**config.mk**
```make
export PLATFORM = sky130hd
export DESIGN_NAME = rtr_vc_route_ctrl
export DESIGN_NICKNAME = d
export VERILOG_FILES = /design/src/rtl/rtr_vc_route_ctrl_pkg.sv /design/src/rtl/rtr_route_fifo.sv /design/src/rtl/rtr_vc_route_ctrl.sv
export SDC_FILE = /design/constraint.sdc
export NUM_CORES = 1
export LEC_CHECK = 0
export BUFFER_PORTS_ARGS = -buffer_cell sky130_fd_sc_hd__buf_4
export CAP_MARGIN = 20
export CORE_MARGIN = 4
export CORE_UTILIZATION = 54
export CTS_BUF_LIST = sky130_fd_sc_hd__clkbuf_4
export CTS_CLUSTER_DIAMETER = 120
export DETAILED_ROUTE_END_ITERATION = 16
export PLACE_DENSITY = 0.91
export REMOVE_ABC_BUFFERS = 1
export SLEW_MARGIN = 0
export SYNTH_ARGS = -nofsm -noshare
export SYNTH_HDL_FRONTEND = slang
export SYNTH_SLANG_ARGS = --single-unit
```
**constraint.sdc**
```tcl
create_clock -name clk -period 2.8 [get_ports clk]
set_input_delay 0.56 -clock clk [delete_from_list [all_inputs] [get_ports clk]]
set_output_delay 0.56 -clock clk [all_outputs]
set_load 0.01 [all_outputs]
```
**src/rtl/rtr_vc_route_ctrl_pkg.sv**
```systemverilog
// Shared router constants: VC route-control state encoding and error-bit indices.
package rtr_vc_route_ctrl_pkg;

  typedef enum logic [1:0] {
    ST_IDLE   = 2'b00,
    ST_REQ    = 2'b01,
    ST_ACTIVE = 2'b10
  } vc_state_t;

  localparam int ERR_W           = 3;
  localparam int ERR_OVERFLOW    = 0;
  localparam int ERR_STRAY_GRANT = 1;
  localparam int ERR_STRAY_TAIL  = 2;

endpackage

```
**src/rtl/rtr_route_fifo.sv**
```systemverilog
// Purpose: small FIFO of lookahead head routes; head entry decoded combinationally, zero when empty.
// Latency: a push is visible at the head the cycle after it is written into an empty FIFO.
// Backpressure: push is dropped when full unless a pop frees a slot in the same cycle.
module rtr_route_fifo #(
  parameter int WIDTH = 7,
  parameter int DEPTH = 2,
  localparam int CNT_W = $clog2(DEPTH + 1),
  localparam int PTR_W = (DEPTH > 1) ? $clog2(DEPTH) : 1
) (
  input  logic             clk,
  input  logic             reset,
  input  logic             push,
  input  logic [WIDTH-1:0] push_dat,
  input  logic             pop,
  output logic             full,
  output logic             empty,
  output logic [WIDTH-1:0] head_dat,
  output logic [CNT_W-1:0] count
);

  logic [WIDTH-1:0] mem [DEPTH];
  logic [PTR_W-1:0] wr_ptr;
  logic [PTR_W-1:0] rd_ptr;
  logic             do_push;
  logic             do_pop;

  assign full     = (count == CNT_W'(DEPTH));
  assign empty    = (count == '0);
  assign do_pop   = pop && !empty;
  assign do_push  = push && (!full || do_pop);
  assign head_dat = empty ? '0 : mem[rd_ptr];

  always_ff @(posedge clk or negedge reset) begin
    if (!reset) begin
      wr_ptr <= '0;
      rd_ptr <= '0;
      count  <= '0;
    end else begin
      if (do_push)
        wr_ptr <= (wr_ptr == PTR_W'(DEPTH - 1)) ? '0 : wr_ptr + 1'b1;
      if (do_pop)
        rd_ptr <= (rd_ptr == PTR_W'(DEPTH - 1)) ? '0 : rd_ptr + 1'b1;
      if (do_push && !do_pop)
        count <= count + 1'b1;
      else if (do_pop && !do_push)
        count <= count - 1'b1;
    end
  end

  // When full with a same-cycle pop, the write lands in the slot being vacated.
  always_ff @(posedge clk) begin
    if (do_push)
      mem[wr_ptr] <= push_dat;
  end

endmodule

```
**src/rtl/rtr_vc_route_ctrl.sv**
```systemverilog
// Purpose: per-input-VC route controller queuing lookahead routes and sequencing VC allocation.
// Latency: head accepted in cycle t raises route_valid in t+1; grant gives active the next cycle.
// Backpressure: route requests hold until granted; routes arriving at a full queue are dropped.
module rtr_vc_route_ctrl
  import rtr_vc_route_ctrl_pkg::*;
#(
  parameter int num_ports            = 5,
  parameter int num_resource_classes = 2,
  parameter int route_fifo_depth     = 2,
  parameter int port_id              = 0,
  parameter int vc_id                = 0
) (
  input  logic                            clk,
  input  logic                            reset,
  input  logic                            head_valid,
  input  logic [num_ports-1:0]            head_op,
  input  logic [num_resource_classes-1:0] head_orc,
  input  logic                            alloc_grant,
  input  logic                            tail_sent,
  output logic                            route_valid,
  output logic [num_ports-1:0]            route_op,
  output logic [num_resource_classes-1:0] route_orc,
  output logic                            active,
  output logic [ERR_W-1:0]                errors
);

  localparam int RT_W  = num_ports + num_resource_classes;
  localparam int CNT_W = $clog2(route_fifo_depth + 1);

  vc_state_t        state;
  logic             fifo_full;
  logic             fifo_empty;
  logic             fifo_pop;
  logic [RT_W-1:0]  fifo_head;
  logic [CNT_W-1:0] fifo_count;
  logic             push_acc;
  logic             overflow;
  logic             stray_grant;
  logic             stray_tail;
  logic             route_left;

  assign fifo_pop    = (state == ST_ACTIVE) && tail_sent;
  assign push_acc    = head_valid && (!fifo_full || fifo_pop);
  assign overflow    = head_valid && fifo_full && !fifo_pop;
  assign stray_grant = alloc_grant && (state != ST_REQ);
  assign stray_tail  = tail_sent && (state != ST_ACTIVE);
  // Another packet is waiting once the current route pops if more than one was
  // queued, or a new head arrives in the same cycle.
  assign route_left  = (fifo_count > CNT_W'(1)) || push_acc;

  rtr_route_fifo #(
    .WIDTH (RT_W),
    .DEPTH (route_fifo_depth)
  ) u_route_fifo (
    .clk      (clk),
    .reset    (reset),
    .push     (head_valid),
    .push_dat ({head_op, head_orc}),
    .pop      (fifo_pop),
    .full     (fifo_full),
    .empty    (fifo_empty),
    .head_dat (fifo_head),
    .count    (fifo_count)
  );

  always_ff @(posedge clk or negedge reset) begin
    if (!reset) begin
      state  <= ST_IDLE;
      errors <= '0;
    end else begin
      errors[ERR_OVERFLOW]    <= overflow;
      errors[ERR_STRAY_GRANT] <= stray_grant;
      errors[ERR_STRAY_TAIL]  <= stray_tail;
      case (state)
        ST_IDLE:   if (push_acc || !fifo_empty) state <= ST_REQ;
        ST_REQ:    if (alloc_grant) state <= ST_ACTIVE;
        ST_ACTIVE: if (tail_sent) state <= route_left ? ST_REQ : ST_IDLE;
        default:   state <= ST_IDLE;
      endcase
    end
  end

  assign route_valid           = (state == ST_REQ);
  assign active                = (state == ST_ACTIVE);
  assign {route_op, route_orc} = fifo_head;

`ifndef SYNTHESIS
  always_ff @(posedge clk) begin
    if (errors[ERR_OVERFLOW])
      $display("%m: port %0d vc %0d: head route dropped, route queue full", port_id, vc_id);
    if (errors[ERR_STRAY_GRANT])
      $display("%m: port %0d vc %0d: alloc grant ignored, no request pending", port_id, vc_id);
    if (errors[ERR_STRAY_TAIL])
      $display("%m: port %0d vc %0d: tail ignored, no allocated output VC", port_id, vc_id);
  end
`endif

endmodule

```
==> impl_metrics.json <==
{
  "nFillCells": 132,
  "worst_setup_path_start_kind": "flop",
  "layout.nets": 115,
  "core_um2": 1750,
  "grt_usage": 0.139,
  "hold_buffers": 0,
  "route.vias.total": 619,
  "insertion_delay_ns": 0.31,
  "crit_buf_inv": 1,
  "grt_antenna_before_repair": 0,
  "drv_slew": 0,
  "path_cells": "inv_1 -> ha_1 -> nand4bb_4 -> a21bo_4 -> nor2_1",
  "via_per_inst": 5.03,
  "cp_top_family": "simple AND/OR/NAND/NOR gates",
  "crit_path_max_fanout": 9,
  "layout-drive-gt1-share": 0.306,
  "cts-resized-gates": 0,
  "cpMaxStageDelayCell": "nor2_1",
  "clock.fmax_ghz": 0.461,
  "timing.slew.headroom": 0.607,
  "synth_top_family_by_area": "simple AND/OR/NAND/NOR gates",
  "synthMuxAreaShare": 0.0691,
  "yosys_register_bits": 23,
  "synthDistinctLibCells": 19,
  "p_per_area_nw_per_um2": 990,
  "post-route-worst-setup-slack_ns": 0.633,
  "synth-simple-area-share": 0.115,
  "cts_sinks": 23,
  "dr.pass1.iters": 4,
  "synth.avg_cell_area_um2": 13.9,
  "wl_per_cell_um": 13.7,
  "synth_compound_area_frac": 0.0543,
  "synth-xor-area-share": 0.0419,
  "yosysSeqAreaShare": 0.636,
  "leakagePower_nw": 0.543,
  "yosys_warnings": 0,
  "vdd_drop_max_mv": 0.640,
  "antenna_cells": 0,
  "finalSetupTns_ns": 0,
  "first_iter_violations": 5,
  "place_congestion": 0.810,
  "syn2layout_area_growth_pct": 21.2,
  "end_kind": "flop",
  "synth_cells": 73,
  "io_pins": 24,
  "grt_pass1_wl_mm": 2.57,
  "die_x_um": 51.4,
  "root_buffer": "clkbuf_4",
  "grt_max_degree": 14,
  "rsz0062_at_grt": "no",
  "critical_path_required_ns": 2.76,
  "cts_tree": "built",
  "setup_viol": 0,
  "routed_wl_mm": 1.69,
  "ant_nets": 0,
  "skew_ns": 0.00167,
  "worstPathArrival_ns": 2.13,
  "h-tree-depth": 1,
  "synth_area_um2": 1010,
  "cts_buffer_depth": 2,
  "die_h_um": 51.4,
  "final_util": 0.705,
  "overflow": 0,
  "maxCapViolations": 0,
  "post-route-min-period_ns": 2.17,
  "rows": 15,
  "grt_pass1_vias": 588,
  "worst_pin_slew_ns": 0.587,
  "post-route-period-util": 0.774,
  "clkTransAtPathRegs_ns": 0.11,
  "preCtsSetupSlack_ns": 0.605,
  "start_util": 0.581,
  "hold_violations": 0,
  "crit_type": "flop to flop",
  "die_area_um2": 2640,
  "drcViolationCount": 0,
  "outcome": "complete, no violations",
  "io_buffer_count": 23,
  "cts_made_buffers": 3,
  "crit_path_max_incr_delay_ns": 0.46,
  "hold_class": "input port to async pin",
  "dp_hpwl_mm": 1.35,
  "synth_adder_area_share": 0.0493,
  "cts_setup_buffers": 0
}
Yosys cell counts (all sizes together):
library cell	count	area [um2]
edfxtp	14	420
dfrtp	9	225
nor2	8	30.0
mux2i	7	70.1
nor2b	6	37.5
inv	5	18.8
ha	4	50.1
nand2	4	15.0
o21ai	4	20.0
xnor2	3	33.8
a21oi	2	10.0
buf	2	16.3
a21bo	1	16.3
and3	1	6.26
nand4bb	1	27.5
o41ai	1	8.76
xor2	1	8.76
final cells by class:
type / count / area (um2) / area share
clock buffers: 3 / 22.5 / 0.0183
clock inverters: 1 / 5.00 / 0.00407
inverters: 5 / 18.8 / 0.0153
multi-input cells: 43 / 334 / 0.272
flip-flops and latches: 23 / 646 / 0.525
well taps: 25 / 31.3 / 0.0254
repair buffers: 23 / 173 / 0.140
power by group:
group	internal, mW	switching (mW)
Clock	0.0535	0.0925
Sequential	0.471	0.0882
Combinational	0.268	0.245
path summary, 6_finish.rpt:
| check | startpoint | to | slack (ns) | cells past startpoint |
|---|---|---|---|---|
| setup / recovery | u_route_fifo.count[0] | u_route_fifo.mem[0][5] | 0.63 | 5 |
| hold / removal | reset | u_route_fifo.count[1] | 0.05 | 1 |
| setup reg to reg | u_route_fifo.count[0] | u_route_fifo.mem[0][5] | 0.63 | 5 |
| hold reg to reg | u_route_fifo.count[0] | u_route_fifo.count[0] | 0.53 | 1 |
| max in group asynchronous | reset | errors[0] | 2.62 | 1 |
| min in group clk | head_orc[0] | u_route_fifo.mem[1][0] | 0.42 | 1 |
layer usage:
layer,track usage,share of wire,wire (um),vias up
li1,-,-,-,297
met1,0.137,0.36,614,301
met2,0.260,0.56,948,15
met3,0.0437,0.044,74,6
met4,0.0699,0.030,51,0
met5,0,0,0,-
sequential cells by signal, indices dropped and copies added (netlist names):
signal               flops
state                    2
u_route_fifo.rd_ptr      1
u_route_fifo.wr_ptr      1
u_route_fifo.mem        14
u_route_fifo.count       2
errors                   3
stage by stage:
stage,total power [mW],instance area (um2),cells,hold WS (ns)
6_report,1.22,1230,123,0.0452
5_1_grt,1.30,1230,123,0.0264
3_3_place_gp,1.06,1200,119,0.386
3_5_place_dp,1.09,1200,119,0.390
2_1_floorplan,0.871,998,71,0.264
4_1_cts,1.23,1230,123,0.0433
cells by family after synthesis:
| family | Yosys count |
|---|---|
| DFF | 23 |
| muxes | 7 |
| adders and majority gates | 4 |
| and+or+nand+nor | 20 |
| buffers and inverters | 7 |
| xor gates and xnor gates | 4 |
| AOI/OAI and AO/OA | 8 |
cells in the final DEF (no fill, tap or decap):
master / n
inv_1: 5
xor2_1: 1
xnor2_1: 2
mux2i_1: 7
buf_4: 23
and3_1: 1
o21ai_0: 4
a21oi_1: 2
edfxtp_1: 14
nand2_1: 4
nor2_1: 8
dfrtp_1: 9
xnor2_2: 1
ha_1: 4
nand4bb_4: 1
clkbuf_4: 3
a21bo_4: 1
o41ai_1: 1
clkinv_2: 1
nor2b_1: 6
Power figures use the tool's default switching activity.
